File: src/rtl/i2c_slave_responder.sv
// I2C target: oversampled SCL/SDA, START/STOP decode, 7-bit address match,
// byte-stream write port and stretched read port.
module i2c_slave_responder #(
  parameter logic [6:0] SLAVE_ADDR  = 7'h68,
  parameter int         SYNC_STAGES = 2
) (
  input  logic       pclk,
  input  logic       areset,
  input  logic       scl_i,
  input  logic       sda_i,
  output logic       scl_oe,
  output logic       sda_oe,
  output logic [7:0] rx_data,
  output logic       rx_valid,
  input  logic [7:0] tx_data,
  input  logic       tx_valid,
  output logic       tx_ack,
  output logic       busy,
  output logic       rw,
  output logic       stop_det
);

  typedef enum logic [3:0] {
    IDLE, ADDR, ADDR_ACK, RX_BYTE, RX_ACK, TX_LOAD, TX_BYTE, TX_ACKCHK, IGNORE
  } state_t;

  logic [SYNC_STAGES-1:0] scl_sync, sda_sync;
  logic       scl_d, sda_d, scl_s, sda_s;
  logic       scl_rise, scl_fall, start, stop;

  state_t     state, state_n;
  logic [2:0] bit_cnt, bit_cnt_n;
  logic [7:0] shreg, shreg_n, rx_byte, rx_data_n;
  logic       ack_ph, ack_ph_n;
  logic       sda_oe_n, scl_oe_n, rx_valid_n, tx_ack_n, busy_n, rw_n, stop_det_n;

  // Idle bus is high, so synchronizers reset to 1 to avoid phantom events.
  always_ff @(posedge pclk or negedge areset) begin
    if (!areset) begin
      scl_sync <= '1;
      sda_sync <= '1;
      scl_d    <= 1'b1;
      sda_d    <= 1'b1;
    end else begin
      scl_sync <= {scl_sync[SYNC_STAGES-2:0], scl_i};
      sda_sync <= {sda_sync[SYNC_STAGES-2:0], sda_i};
      scl_d    <= scl_sync[SYNC_STAGES-1];
      sda_d    <= sda_sync[SYNC_STAGES-1];
    end
  end

  assign scl_s    = scl_sync[SYNC_STAGES-1];
  assign sda_s    = sda_sync[SYNC_STAGES-1];
  assign scl_rise = scl_s & ~scl_d;
  assign scl_fall = ~scl_s & scl_d;
  assign start    = scl_s & scl_d & sda_d & ~sda_s;
  assign stop     = scl_s & scl_d & ~sda_d & sda_s;
  assign rx_byte  = {shreg[6:0], sda_s};

  always_ff @(posedge pclk or negedge areset) begin
    if (!areset) begin
      state    <= IDLE;
      bit_cnt  <= '0;
      shreg    <= '0;
      ack_ph   <= 1'b0;
      sda_oe   <= 1'b0;
      scl_oe   <= 1'b0;
      rx_data  <= '0;
      rx_valid <= 1'b0;
      tx_ack   <= 1'b0;
      busy     <= 1'b0;
      rw       <= 1'b0;
      stop_det <= 1'b0;
    end else begin
      state    <= state_n;
      bit_cnt  <= bit_cnt_n;
      shreg    <= shreg_n;
      ack_ph   <= ack_ph_n;
      sda_oe   <= sda_oe_n;
      scl_oe   <= scl_oe_n;
      rx_data  <= rx_data_n;
      rx_valid <= rx_valid_n;
      tx_ack   <= tx_ack_n;
      busy     <= busy_n;
      rw       <= rw_n;
      stop_det <= stop_det_n;
    end
  end

  always_comb begin
    state_n    = state;
    bit_cnt_n  = bit_cnt;
    shreg_n    = shreg;
    ack_ph_n   = ack_ph;
    sda_oe_n   = sda_oe;
    scl_oe_n   = scl_oe;
    rx_data_n  = rx_data;
    rx_valid_n = 1'b0;
    tx_ack_n   = 1'b0;
    busy_n     = busy;
    rw_n       = rw;
    stop_det_n = 1'b0;
    if (stop) begin
      stop_det_n = 1'b1;
      sda_oe_n   = 1'b0;
      scl_oe_n   = 1'b0;
      busy_n     = 1'b0;
      bit_cnt_n  = '0;
      state_n    = IDLE;
    end else if (start) begin
      sda_oe_n  = 1'b0;
      scl_oe_n  = 1'b0;
      busy_n    = 1'b0;
      bit_cnt_n = '0;
      state_n   = ADDR;
    end else begin
      case (state)
        ADDR, RX_BYTE: if (scl_rise) begin
          shreg_n   = rx_byte;
          bit_cnt_n = bit_cnt + 3'd1;
          if (bit_cnt == 3'd7) begin
            ack_ph_n = 1'b0;
            if (state == RX_BYTE) begin
              rx_data_n  = rx_byte;
              rx_valid_n = 1'b1;
              state_n    = RX_ACK;
            end else if (rx_byte[7:1] == SLAVE_ADDR) begin
              rw_n    = rx_byte[0];
              busy_n  = 1'b1;
              state_n = ADDR_ACK;
            end else begin
              state_n = IGNORE;
            end
          end
        end
        // First fall opens the ACK slot, second fall closes it.
        ADDR_ACK, RX_ACK: if (scl_fall) begin
          if (!ack_ph) begin
            sda_oe_n = 1'b1;
            ack_ph_n = 1'b1;
          end else begin
            sda_oe_n  = 1'b0;
            bit_cnt_n = '0;
            state_n   = (state == ADDR_ACK && rw) ? TX_LOAD : RX_BYTE;
          end
        end
        TX_LOAD: if (tx_valid) begin
          shreg_n   = {tx_data[6:0], 1'b0};
          sda_oe_n  = ~tx_data[7];
          tx_ack_n  = 1'b1;
          bit_cnt_n = '0;
          state_n   = TX_BYTE;
        end else begin
          scl_oe_n = 1'b1;
        end
        // A stretch is released here, one pclk after the MSB went out.
        TX_BYTE: begin
          scl_oe_n = 1'b0;
          if (scl_fall) begin
            if (bit_cnt != 3'd7) begin
              sda_oe_n  = ~shreg[7];
              shreg_n   = {shreg[6:0], 1'b0};
              bit_cnt_n = bit_cnt + 3'd1;
            end else begin
              sda_oe_n = 1'b0;
              ack_ph_n = 1'b0;
              state_n  = TX_ACKCHK;
            end
          end
        end
        TX_ACKCHK: begin
          if (scl_rise) begin
            if (sda_s) state_n = IGNORE;
            else       ack_ph_n = 1'b1;
          end else if (scl_fall && ack_ph) begin
            state_n = TX_LOAD;
          end
        end
        IGNORE: begin
          sda_oe_n = 1'b0;
          scl_oe_n = 1'b0;
        end
        default: ;
      endcase
    end
  end

endmodule

File: config.mk
export PLATFORM = sky130hd
export DESIGN_NAME = i2c_slave_responder
export DESIGN_NICKNAME = d
export VERILOG_FILES = /design/src/rtl/i2c_slave_responder.sv
export SDC_FILE = /design/constraint.sdc
export NUM_CORES = 1
export LEC_CHECK = 0
export CORE_MARGIN = 10
export CORE_UTILIZATION = 50
export DETAILED_ROUTE_END_ITERATION = 6
export PLACE_DENSITY = 0.74
export SLEW_MARGIN = 20
export SYNTH_ARGS = -nofsm -noshare
export SYNTH_HDL_FRONTEND = slang
export SYNTH_SLANG_ARGS = --single-unit
File: constraint.sdc
create_clock -name pclk -period 3.1 [get_ports pclk]
set_input_delay 0.465 -clock pclk [delete_from_list [all_inputs] [get_ports pclk]]
set_output_delay 0.465 -clock pclk [all_outputs]
set_load 0.005 [all_outputs]
Word level (Yosys, flattened, before mapping)
Cells that the tools add are included.
{ "word_totals": {"regBits": 37, "input_bits": 13, "output_inout_bits": 15, "wordCells": 157} }
{ "classes": {"add_sub_neg": 1, "n_eq_ne": 32, "mux": 68, "bitwise_logic": 16, "n_reduce_logical": 24} }
{ "op_table": {"columns": ["op", "n"], "rows": [
  ["$mux 4", 14],
  ["$ne 4x4->1 const B", 9],
  ["$mux 1", 35],
  ["$mux 8", 4],
  ["$mux 3", 9],
  ["$pmux 8 s3", 1],
  ["$reduce_and 7->1", 3],
  ["$pmux 4 s5", 1],
  ["$reduce_and 10->1", 2],
  ["$ne 2x2->1 const B", 9],
  ["$eq 4x3->1 const B", 4],
  ["$reduce_bool 3->1", 5],
  ["$pmux 3 s4", 1],
  ["$reduce_bool 6->1", 2],
  ["$ne 5x5->1 const B", 2],
  ["$not 1->1", 9],
  ["$eq 4x2->1 const B", 2],
  ["$pmux 1 s4", 2],
  ["$reduce_bool 4->1", 2],
  ["$and 1x1->1", 7],
  ["$eq 7x7->1 const B", 1],
  ["$reduce_bool 7->1", 1],
  ["$ne 3x3->1 const B", 2],
  ["$reduce_and 6->1", 1],
  ["10 further kinds", 13]
]} }

Logic depth before layout (Yosys ltp)
Gate-level depths: netlist of the first run.
{ "depth": {"depth_word": 8, "mapped_depth": 7, "depth_no_buf": 6} }

Least setup slack after synthesis of the first run
Ideal clock, no wire load.
{ "synth_path": {"path_kind": "register -> register", "start": "register sda_sync[1]", "end": "register shreg[1]", "setup_ns": 0.125, "arrival_ns": 1.718, "required_time_ns": 2.975, "path_slack_ns": 1.257, "path_stages_with_launch": 6, "n_path_buf": 1, "synth_period_minus_slack_ns": 1.843, "cell_sequence": "dfstp_2 buf_2 xnor2_1 o22ai_2 a211oi_4 mux2_2"} }
{ "synth_between": {"elab_chain_len": 4, "elab_cells_between_ends": 6, "classes_between": "5 x bitwise; 1 x reduce/logical"} }
{ "synth_lines": {"columns": ["element", "line_no", "text"], "rows": [
  ["start: declaration", "27", "logic [SYNC_STAGES-1:0] scl_sync, sda_sync;"],
  ["start signal: assignment", "46", "sda_sync <= {sda_sync[SYNC_STAGES-2:0], sda_i};"],
  ["$not 1->1", "56", "assign start = scl_s & scl_d & sda_d & ~sda_s;"],
  ["$and 1x1->1", "56", null],
  ["$not 1->1 (no source line)", null, null],
  ["$reduce_and 7->1 (no source line) *", null, null],
  ["end signal: assignment", "77", "shreg <= shreg_n;"],
  ["end: declaration", "33", "logic [7:0] shreg, shreg_n, rx_byte, rx_data_n;"]
]} }
Mark *: on every way between the ends. The rest lies on a longest branch, timed or not.
A chain may end at the register's enable or synchronous reset.

Worst setup path after layout of the first run
{ "layout_path": {"start": "register state[2]", "end": "register shreg[7]"} }
{ "layout_between": {"elab_chain_len": 4, "elab_cells_between_ends": 12, "classes_between": "8 x eq/ne; 1 x mux; 3 x reduce/logical"} }
{ "layout_lines": {"columns": ["element", "line_no", "text"], "rows": [
  ["start: declaration", "31", "state_t state, state_n;"],
  ["start signal: assignment", "75", "state <= state_n;"],
  ["$eq 4x2->1 / $eq 4x1->1 (equally long branches)", "117", "case (state)"],
  ["$reduce_or 2->1", "117", null],
  ["$ne 2x2->1 (no source line) / $reduce_bool 3->1 (equally long branches)", null, null],
  ["$reduce_and 7->1 (no source line)", null, null]
]} }
Parallel ways exist; a longest one is shown, timed or not.

==> results of run 1 <==
## metal layers
layer,track usage [%],vias up,share of wire [%]
met5,0,-,0
met4,5.78,0,2.0
met3,3.81,9,6.6
met2,22.4,67,48
met1,16.2,781,44
li1,-,738,-
## logic make-up (layout without fill, tap and decap cells)
family | count (synthesis) | count (layout) | synth area share, %
flops | 37 | 37 | 46.2
fa+ha+maj | 2 | 2 | 1.24
mux | 26 | 26 | 14.4
buf+inv | 14 | 40 | 3.84
simple gates | 70 | 70 | 18.9
compound gates | 39 | 39 | 14.0
xor+xnor | 3 | 3 | 1.30
## power breakdown
part / leakage [nW] / internal [mW] / switching, mW
combinational: 0.488 / 0.175 / 0.146
clock: 0.0455 / 0.181 / 0.163
sequential: 0.482 / 0.557 / 0.0841
total: 1.02 / 0.914 / 0.393
## critical path: stages (launching register included)
cell and delay [ps]:
dfrtp_1 780, nand2b_1 250, nor2_1 630, mux2_2 410, mux2_1 300
## flip-flops by register name (all words and copies together), names as in the netlist, 2 cells and up
register  count
rx_data       8
shreg         8
state         4
bit_cnt       3
scl_sync      2
sda_sync      2
## layout make-up
class | instances | area (um^2)
fill | 325 | 1560
inverter | 4 | 15.0
timing repair buffer | 28 | 273
clock buffer | 8 | 90.1
tap | 50 | 62.6
sequential | 37 | 933
multi-input combinational | 140 | 1010
## final timing paths
path | slack [ps] | endpoint | start | cells after the start
hold / removal | 260 | state[2] | areset | 1
hold reg to reg | 360 | scl_sync[1] | scl_sync[0] | 0
setup reg to reg | 630 | shreg[7] | state[2] | 4
min in group pclk | 360 | scl_sync[1] | scl_sync[0] | 0
max in group asynchronous | 2330 | tx_ack | areset | 1
setup / recovery | 630 | shreg[7] | state[2] | 4
## cell usage after synthesis (3+ instances only)
library cell	count	area, um^2
nor2b_1	3	18.8
nor2_1	17	63.8
mux2_2	19	214
mux2i_1	4	40.0
nand3_1	4	20.0
nor3_1	5	25.0
a22o_1	3	26.3
nand4b_1	3	26.3
nand2b_1	9	56.3
dfstp_2	6	158
nand2_1	15	56.3
a21oi_1	10	50.1
dfrtp_1	31	776
inv_1	3	11.3
o21ai_0	8	40.0
clkbuf_1	3	11.3
## metrics by stage
stage                     util [%]  worst slack (ps)  cells  total power, mW
after floorplan                  -              1260    191            0.865
after global placement        58.1               792    259            0.956
after detailed placement      58.1               697    259            0.972
after CTS                     60.4               686    267             1.32
after global routing          60.4               475    267             1.39
final                         60.4               625    267             1.31
==> impl_metrics.sql, run 1 <==
INSERT INTO impl_metrics (metric_group, metric, value, unit) VALUES
('worst_setup_path', 'arrival', '2640', 'ps'),
('die', 'chip_width', '83.5', 'um'),
('clock_network', 'clock_sinks', '37', ''),
('placement', 'gp_congestion', '0.944', ''),
('die', 'io_pins', '28', ''),
('clock_network', 'root_buffer', 'clkbuf_8', ''),
('sta', 'finalWorstPathRequiredPeriod', '2470', 'ps'),
('logic_synthesis', 'async_reset_ff_share', '100', '%'),
('clock_network', 'clk_path_buf_depth', '2', ''),
('placement', 'place_hpwl', '3440', 'um'),
('detailed_routing', 'drt-wirelength-per-cell', '17.6', 'um'),
('placement', 'post_dp_cell_area', '0.00229', 'mm^2'),
('sta', 'final.hold.worst_slack', '257', 'ps'),
('clock_network', 'cts.repair_timing.setup_buffer_count', '0', ''),
('clock_network', 'cts_inserted_buffers', '5', ''),
('sta', 'maxClockFrequency', '404', 'MHz'),
('die', 'floorplan.initialDensity', '51.2', '%'),
('detailed_routing', 'drt_iter0_markers', '182', ''),
('clock_network', 'cts.clk_slew.worst_paths', '70', 'ps'),
('worst_setup_path', 'crit_path_max_fanout', '21', ''),
('sta', 'fin_worst_skew', '4.71', 'ps'),
('clock_network', 'tritoncts', 'yes', ''),
('grt', 'grt_start_max_net_pins', '38', ''),
('grt', 'antenna_found_initial', '0', ''),
('pwr', 'total_leakage_power', '1.02', 'nW'),
('sta', 'final_min_period_over_clock_period', '79.8', '%'),
('logic_synthesis', 'synth_area', '0.00202', 'mm^2'),
('final_layout', 'area_growth', '18.0', '%'),
('logic_synthesis', 'yosys_warnings', '0', ''),
('logic_synthesis', 'post_synth_num_cell_types', '52', ''),
('final_layout', 'post_route_cells_drive_above_1_share', '18.9', '%'),
('sta', 'slew_headroom', '47.0', '%'),
('die', 'die_h', '83.5', 'um'),
('die', 'standard_cell_rows', '23', ''),
('clock_network', 'worst_skew_pair.late_latency', '280', 'ps'),
('worst_setup_path', 'critPathLaunchType', 'flip-flop', ''),
('sta', 'report.final.setup_viol', '0', ''),
('placement', 'port_buffer_count', '27', ''),
('grt', 'grt_overflow_total', '0', ''),
('logic_synthesis', 'synth-main-ff-cell', 'dfrtp_1', ''),
('detailed_routing', 'via_count', '1595', ''),
('run_status', 'outcome', 'finished, final reports clean', ''),
('sta', 'timing_hold_violations_final', '0', ''),
('logic_synthesis', 'seq_area_frac_synth', '46.2', '%'),
('logic_synthesis', 'synth_fp_nets', '206', ''),
('final_layout', 'most_common_cell_after_layout_fill_and_taps_aside', 'dfrtp_1', ''),
('grt', 'grt_pass1_vias', '1633', ''),
('detailed_routing', 'finalWirelength', '4690', 'um'),
('sta', 'grt_setup_unrepaired', 'false', ''),
('pwr', 'vdd_ir_drop_max', '0.000312', 'V'),
('final_layout', 'antenna-diode-count', '0', ''),
('detailed_routing', 'first_pass_iters', '4', ''),
('logic_synthesis', 'syn_inst', '191', ''),
('sta', 'timing.setup.tns', '0', 'ps'),
('logic_synthesis', 'synth_enable_flop_cells', '0', ''),
('clock_network', 'post_cts_sizing', '0', ''),
('worst_hold_path', 'worstHoldPathType', 'in -> async', ''),
('logic_synthesis', 'synth-seq-cells', '37', ''),
('die', 'core_area', '0.00394', 'mm^2'),
('sta', 'worstMarginPinSlew', '796', 'ps'),
('detailed_routing', 'drt_drc', '0', ''),
('pwr', 'pwr_density_cell', '549', 'mW/mm^2'),
('clock_network', 'cts_hold_buffers_added', '0', ''),
('final_layout', 'final_area', '0.00238', 'mm^2'),
('final_layout', 'fin_nets', '231', ''),
('grt', 'grt_first_pass_wirelength', '7990', 'um'),
('worst_setup_path', 'worstSetupPathType', 'reg -> reg', ''),
('detailed_routing', 'ant_nets', '0', ''),
('logic_synthesis', 'synthesis.area_per_instance', '10.6', 'um^2'),
('flow_run', 'maxCapViolations', '0', ''),
('clock_network', 'cts-htree-levels', '2', ''),
('worst_setup_path', 'required', '3270', 'ps'),
('die', 'fp.dieArea', '0.00698', 'mm^2'),
('worst_setup_path', 'worstSetupEndpointType', 'flip-flop', ''),
('grt', 'grt_util_all_layers', '13.6', '%'),
('final_layout', 'mostFrequentLayoutCells', 'dfrtp_1 (31), clkdlybuf4s50_1 (26), mux2_2 (19), nor2_1 (17), nand2_1 (15)', ''),
('detailed_routing', 'route.detailed.vias_per_inst', '5.97', ''),
('sta', 'finalMaxSlewViolations', '0', '');
(Power assumes the default switching activity.)
==> run 2, diff against run 1 <==
- CORE_UTILIZATION: 50 -> 49
- PLACE_DENSITY: 0.74 -> 0.76
- clock period: 3.1 -> 2.1 ns (I/O delays scaled with it)
==> run 2 against run 1 <==
- non-clock buffer count rose by 20
- design area up 7.7%
- worst hold slack worse by 160 ps
- first-iteration DRC count up 85%
- sequential power is 45% higher
- clock skew grew 3.7 ps
- combinational power is 70% higher
- flip-flop and latch count unchanged
- critical path depth increased by 2
- power is 52% higher
- largest cell class unchanged
==> impl_metrics.sql, run 2 (synthesis results as in run 1) <==
INSERT INTO impl_metrics (metric_group, metric, value, unit) VALUES
('die', 'io_pins', '28', ''),
('worst_setup_path', 'cp_cell_sequence', 'buf_4 > or3b_1 > o22ai_2 > a211oi_4 > buf_12 > mux2_1', ''),
('grt', 'grt_util_all_layers', '13.9', '%'),
('sta', 'finalMaxSlewViolations', '0', ''),
('worst_setup_path', 'worstSetupPathType', 'reg -> reg', ''),
('final_layout', 'post_route_cells_drive_above_1_share', '27.0', '%'),
('worst_setup_path', 'critPathLaunch', 'state[2]', ''),
('clock_network', 'worst_skew_pair.late_latency', '290', 'ps'),
('worst_setup_path', 'crit_path_max_fanout', '11', ''),
('pwr', 'report.power.total', '1.99', 'mW'),
('pwr', 'vdd_ir_drop_max', '0.000618', 'V'),
('sta', 'final_min_period_over_clock_period', '94.5', '%'),
('sta', 'slew_headroom', '47.4', '%'),
('worst_setup_path', 'critPathLaunchType', 'flip-flop', ''),
('worst_setup_path', 'arrival', '2160', 'ps'),
('clock_network', 'cts_inserted_buffers', '5', ''),
('worst_setup_path', 'path_delay_family', 'flip-flops', ''),
('grt', 'grt_start_max_net_pins', '38', ''),
('pwr', 'pwr_density_cell', '776', 'mW/mm^2'),
('sta', 'maxClockFrequency', '504', 'MHz'),
('detailed_routing', 'first_pass_iters', '4', ''),
('sta', 'layout_setup_ws', '116', 'ps'),
('final_layout', 'mostFrequentLayoutCells', 'dfrtp_1 (30), clkdlybuf4s50_1 (26), mux2_2 (19), buf_4 (19), nor2_1 (16)', ''),
('grt', 'antenna_found_initial', '0', ''),
('sta', 'finalWorstPathRequiredPeriod', '1980', 'ps'),
('final_layout', 'area_growth', '27.0', '%'),
('placement', 'place_hpwl', '3550', 'um'),
('worst_setup_path', 'cp_slowest_stage_delay', '500', 'ps'),
('final_layout', 'most_common_cell_after_layout_fill_and_taps_aside', 'dfrtp_1', ''),
('final_layout', 'fin_nets', '251', ''),
('final_layout', 'final_core_utilization', '64.1', '%'),
('final_layout', 'antenna-diode-count', '0', ''),
('die', 'standard_cell_rows', '23', ''),
('detailed_routing', 'ant_nets', '0', ''),
('pwr', 'net_switching_fraction_of_the_power', '29.9', '%'),
('final_layout', 'fillerInstances', '322', ''),
('detailed_routing', 'drt_iter0_markers', '336', ''),
('worst_setup_path', 'timing.reg2reg.setup_slack', '120', 'ps'),
('run_status', 'outcome', 'finished, final reports clean', ''),
('pwr', 'clock_power_share', '25.8', '%'),
('detailed_routing', 'drt_drc', '0', ''),
('placement', 'gp_congestion', '0.931', ''),
('sta', 'timing_hold_violations_final', '0', ''),
('sta', 'fin_worst_skew', '8.43', 'ps'),
('pwr', 'internal_power', '1.40', 'mW'),
('flow_run', 'maxCapViolations', '0', ''),
('worst_hold_path', 'worstHoldPathType', 'in -> async', ''),
('detailed_routing', 'route.detailed.vias_per_inst', '5.70', ''),
('die', 'core_area', '0.00400', 'mm^2'),
('sta', 'report.final.setup_viol', '0', ''),
('die', 'chip_width', '84.2', 'um'),
('sta', 'timing.setup.tns', '0', 'ps'),
('worst_setup_path', 'worstSetupEndpointType', 'flip-flop', ''),
('worst_setup_path', 'timing.rr.start', 'state[2]', ''),
('worst_setup_path', 'crit-reg2reg-capture', 'shreg[2]', ''),
('clock_network', 'tritoncts', 'yes', ''),
('final_layout', 'layout_top_registers', 'rx_data (8), shreg (8), state (4)', ''),
('grt', 'grt_first_pass_wirelength', '8200', 'um'),
('detailed_routing', 'finalWirelength', '4750', 'um'),
('worst_setup_path', 'crit_cells', '6', ''),
('die', 'floorplan.initialDensity', '50.5', '%'),
('pwr', 'total_leakage_power', '1.12', 'nW'),
('sta', 'grt_setup_unrepaired', 'false', ''),
('die', 'fp.dieArea', '0.00709', 'mm^2'),
('detailed_routing', 'via_count', '1635', ''),
('placement', 'place_worst_setup_slack', '37.6', 'ps'),
('clock_network', 'cts-htree-levels', '2', ''),
('grt', 'grt_pass1_vias', '1732', ''),
('clock_network', 'clk_path_buf_depth', '2', ''),
('worst_setup_path', 'crit_slowest_cell', 'dfrtp_2', ''),
('clock_network', 'root_buffer', 'clkbuf_8', ''),
('placement', 'port_buffer_count', '27', ''),
('worst_setup_path', 'required', '2270', 'ps'),
('grt', 'grt_overflow_total', '0', ''),
('worst_setup_path', 'timing.critical_path.buf_inv', '2', ''),
('clock_network', 'clock_sinks', '37', ''),
('pwr', 'power.combinational.fraction', '27.4', '%'),
('die', 'die_h', '84.2', 'um'),
('pwr', 'power.switching', '0.595', 'mW'),
('clock_network', 'cts.clk_slew.worst_paths', '70', 'ps'),
('worst_setup_path', 'r2r.worst_path.cells', '6', ''),
('worst_setup_path', 'setup.worst_path.end', 'shreg[2]', ''),
('detailed_routing', 'drt-wirelength-per-cell', '16.6', 'um'),
('pwr', 'power.share.sequential', '46.8', '%'),
('sta', 'worstMarginPinSlew', '790', 'ps');
-- run 2: changes by cell type in the layout (fill, tap and decap cells not counted) --
cell	delta
clkbuf_1	-1
nor2_1	-1
dfrtp_2	+1
clkinvlp_4	+1
buf_4	+18
nor2_2	+1
buf_12	+2
dfrtp_1	-1
-- run 2: how the worst min path moves through the flow --
stage                            from          end  depth (start not counted)
after global placement    scl_sync[0]  scl_sync[1]                          0
after CTS                      areset     state[2]                          1
final                          areset     state[2]                          1
after detailed placement  scl_sync[0]  scl_sync[1]                          0
after floorplan                areset       ack_ph                          0
after global routing           areset     state[2]                          1
-- run 2: final cells by class --
| type | instances | area, um^2 | share of cell area, % |
|---|---|---|---|
| Clock inverter | 1 | 7.51 | 0.293 |
| Clock buffer | 7 | 86.3 | 3.37 |
| Tap cell | 50 | 62.6 | 2.44 |
| Multi-Input combinational cell | 140 | 1010 | 39.4 |
| Timing Repair Buffer | 48 | 448 | 17.5 |
| Inverter | 4 | 15.0 | 0.586 |
| Sequential cell | 37 | 935 | 36.5 |
-- run 2: what timing repair did --
action / in CTS / in global routing
gates resized for setup: 0 / 2
hold buffers: 0 / 0
setup endpoints to repair: 0 / 9
buffers inserted: 0 / 1
-- run 2: layer usage --
metal  vias up  global-route usage [%]  routed length (um)
li1        783                       -                   -
met5         -                       0                   0
met4         0                    5.94                 109
met1       780                    16.8                2030
met3        11                    4.35                 376
met2        61                    22.2                2240
-- run 2: power by group through the flow --
stage                     clock network [mW]  registers [mW]  logic, mW
after floorplan                            0           0.907      0.370
after global placement                     0           0.943      0.533
after detailed placement                   0           0.942      0.540
after CTS                              0.522           0.930      0.539
after global routing                   0.550           0.944      0.607
final                                  0.513           0.932      0.545
-- run 2: stage by stage --
step | area [um^2] | std cells | hold WS [ps]
CTS | 2540 | 286 | 141
finish | 2560 | 287 | 101
global route | 2560 | 287 | 172
global placement | 2450 | 278 | 346
floorplan | 2020 | 191 | 19.4
detailed placement | 2450 | 278 | 347
-- run 2: worst register-to-register path: stages (launching register included) --
cell	delay (ps)
dfrtp_2	500
buf_4	180
or3b_1	410
o22ai_2	260
a211oi_4	70
buf_12	150
mux2_1	310
==> run 3, diff against run 2 <==
- CORE_UTILIZATION: 49 -> 51
- DONT_BUFFER_PORTS: default -> 1
- PLACE_DENSITY: 0.76 -> 0.69
==> run 3 against run 2 <==
- setup slack got worse by 6.4 ps
- count of clock-buffer cells in the layout decreased by 1
- wire length increased by 4.1%
- die area decreased by 3.0%
- sequential power increased by 2%
- critical path depth decreased by 1
- global-route usage increased by 0.95 points
- sequential share of layout area increased by 4.0 points
- worst hold slack improved by 95 ps
- final cell count decreased by 10%
- combinational power decreased by 12%
- largest cell class unchanged
- largest power group unchanged
- highest routed layer unchanged
==> impl_metrics.sql, run 3 (synthesis results as in run 1) <==
INSERT INTO impl_metrics (metric_group, metric, value, unit) VALUES
('sta', 'final_min_period_over_clock_period', '94.8', '%'),
('clock_network', 'clk_path_buf_depth', '2', ''),
('worst_hold_path', 'hold-path-cell-count', '1', ''),
('worst_setup_path', 'arrival', '2180', 'ps'),
('placement', 'gp_congestion', '0.917', ''),
('final_layout', 'fin_nets', '225', ''),
('detailed_routing', 'drt_drc', '0', ''),
('sta', 'layout_setup_ws', '110', 'ps'),
('worst_setup_path', 'r2r.worst_path.cells', '5', ''),
('worst_setup_path', 'critPathLaunchType', 'flip-flop', ''),
('final_layout', 'final_core_utilization', '61.6', '%'),
('grt', 'grt_pass1_vias', '1566', ''),
('grt', 'grt_first_pass_wirelength', '8420', 'um'),
('sta', 'worstMarginPinSlew', '537', 'ps'),
('final_layout', 'final_area', '0.00231', 'mm^2'),
('grt', 'grt_start_max_net_pins', '38', ''),
('detailed_routing', 'ant_nets', '0', ''),
('detailed_routing', 'drt_iter0_markers', '197', ''),
('sta', 'finalMaxSlewViolations', '0', ''),
('placement', 'place_hpwl', '3720', 'um'),
('placement', 'post-place-cells', '247', ''),
('clock_network', 'cts.clk_slew.worst_paths', '70', 'ps'),
('pwr', 'net_switching_fraction_of_the_power', '31.5', '%'),
('detailed_routing', 'first_pass_iters', '4', ''),
('worst_setup_path', 'timing.reg2reg.setup_slack', '110', 'ps'),
('placement', 'port_buffer_count', '0', ''),
('worst_setup_path', 'worstSetupEndpointType', 'flip-flop', ''),
('grt', 'grt_util_all_layers', '14.8', '%'),
('die', 'die_h', '82.9', 'um'),
('sta', 'finalWorstPathRequiredPeriod', '1990', 'ps'),
('pwr', 'clock_power_share', '25.2', '%'),
('clock_network', 'worst_skew_pair.late_latency', '300', 'ps'),
('clock_network', 'cts.repair_timing.setup_buffer_count', '0', ''),
('sta', 'fin_worst_skew', '4.91', 'ps'),
('pwr', 'power.share.sequential', '49.7', '%'),
('grt', 'grt_overflow_total', '0', ''),
('detailed_routing', 'finalWirelength', '4940', 'um'),
('final_layout', 'post_route_cells_drive_above_1_share', '27.6', '%'),
('pwr', 'power.combinational.fraction', '25.2', '%'),
('worst_setup_path', 'timing.rr.start', 'state[3]', ''),
('die', 'core_area', '0.00374', 'mm^2'),
('sta', 'slew_headroom', '63.9', '%'),
('sta', 'maxClockFrequency', '502', 'MHz'),
('final_layout', 'most_common_cell_after_layout_fill_and_taps_aside', 'dfrtp_1', ''),
('final_layout', 'antenna-diode-count', '0', ''),
('clock_network', 'tritoncts', 'yes', ''),
('detailed_routing', 'drt-wirelength-per-cell', '19.2', 'um'),
('pwr', 'total_leakage_power', '1.03', 'nW'),
('clock_network', 'clock_sinks', '37', ''),
('placement', 'post_dp_cell_area', '0.00218', 'mm^2'),
('sta', 'report.final.setup_viol', '0', ''),
('final_layout', 'layout_top_registers', 'rx_data (8), shreg (8), state (4)', ''),
('pwr', 'power.switching', '0.602', 'mW'),
('final_layout', 'mostFrequentLayoutCells', 'dfrtp_1 (31), mux2_2 (19), nor2_1 (17), buf_4 (16), nand2_1 (15)', ''),
('final_layout', 'fillerInstances', '326', ''),
('worst_hold_path', 'worstHoldPathType', 'in -> reg', ''),
('clock_network', 'cts_hold_buffers_added', '2', ''),
('die', 'chip_width', '82.9', 'um'),
('grt', 'antenna_found_initial', '0', ''),
('worst_hold_path', 'hold_path.startpoint', 'tx_valid', ''),
('sta', 'grt_setup_unrepaired', 'false', ''),
('worst_setup_path', 'worstSetupPathType', 'reg -> reg', ''),
('pwr', 'pwr_density_cell', '828', 'mW/mm^2'),
('sta', 'timing_hold_violations_final', '0', ''),
('flow_run', 'maxCapViolations', '0', ''),
('clock_network', 'root_buffer', 'clkbuf_8', ''),
('detailed_routing', 'route.detailed.vias_per_inst', '6.00', ''),
('run_status', 'outcome', 'finished, final reports clean', ''),
('clock_network', 'cts_inserted_buffers', '5', ''),
('detailed_routing', 'via_count', '1547', ''),
('die', 'floorplan.initialDensity', '53.9', '%'),
('worst_setup_path', 'crit-reg2reg-capture', 'state[0]', ''),
('sta', 'timing.setup.tns', '0', 'ps'),
('die', 'fp.dieArea', '0.00687', 'mm^2'),
('clock_network', 'post_cts_sizing', '0', ''),
('pwr', 'internal_power', '1.31', 'mW'),
('worst_hold_path', 'min_delay_worst_endpoint', 'tx_ack', ''),
('die', 'io_pins', '28', ''),
('worst_setup_path', 'crit_path_max_fanout', '11', ''),
('final_layout', 'area_growth', '14.3', '%'),
('final_layout', 'final_cell_count_no_fill', '258', ''),
('pwr', 'vdd_ir_drop_max', '0.000673', 'V'),
('clock_network', 'cts-htree-levels', '2', ''),
('die', 'standard_cell_rows', '22', ''),
('placement', 'place_worst_setup_slack', '123', 'ps'),
('worst_setup_path', 'required', '2290', 'ps');
## run 3: changes by cell type in the layout (fill, tap and decap cells not counted), sizes merged
cell | before | now
buf | 22 | 19
clkbuf | 7 | 6
clkdlybuf4s50 | 26 | 0
clkinv | 0 | 1
clkinvlp | 1 | 0
dlygate4sd3 | 0 | 3
## run 3: cell type report
class | count | area, um^2 | area share, %
multi-input cells | 140 | 1010 | 43.7
flip-flops and latches | 37 | 933 | 40.5
repair buffers | 22 | 210 | 9.11
clock buffers | 6 | 72.6 | 3.15
well taps | 48 | 60.1 | 2.60
inverters | 4 | 15.0 | 0.651
clock inverters | 1 | 8.76 | 0.380
## run 3: how the worst max path moves through the flow
stage | cells after the start | end | slack (ps) | from
6_report | 5 | state[0] | 110 | state[3]
5_1_grt | 6 | state[0] | 20 | state[1]
4_1_cts | 6 | state[0] | 120 | state[2]
3_5_place_dp | 6 | state[0] | 120 | state[2]
3_3_place_gp | 6 | state[0] | 120 | state[2]
2_1_floorplan | 5 | shreg[1] | 260 | sda_sync[1]
## run 3: power by group through the flow
stage          clock [mW]  combinational, mW  sequential [mW]
6_report            0.481              0.481            0.949
5_1_grt             0.530              0.537            0.962
4_1_cts             0.491              0.481            0.947
3_5_place_dp            0              0.459            0.959
3_3_place_gp            0              0.446            0.955
2_1_floorplan           0              0.370            0.907
## run 3: worst max-delay path, stage by stage, from the launching register on
cell and delay, ps:
dfrtp_1 570, nor2b_1 150, a31oi_1 190, o2111ai_1 150, o41a_1 500, mux2_4 310
## run 3: per-layer routing
| layer | vias up | GRT usage [%] | part of all wire, % |
|---|---|---|---|
| li1 | 735 | - | - |
| met2 | 51 | 22.8 | 47 |
| met3 | 10 | 5.27 | 9.3 |
| met1 | 751 | 18.8 | 41 |
| met5 | - | 0 | 0 |
| met4 | 0 | 4.77 | 2.0 |
## run 3: per-stage QoR
stage,hold WS [ps],power [mW]
6_report,195,1.91
5_1_grt,190,2.03
4_1_cts,11.6,1.92
3_5_place_dp,20.6,1.42
3_3_place_gp,20.5,1.40
2_1_floorplan,19.4,1.28
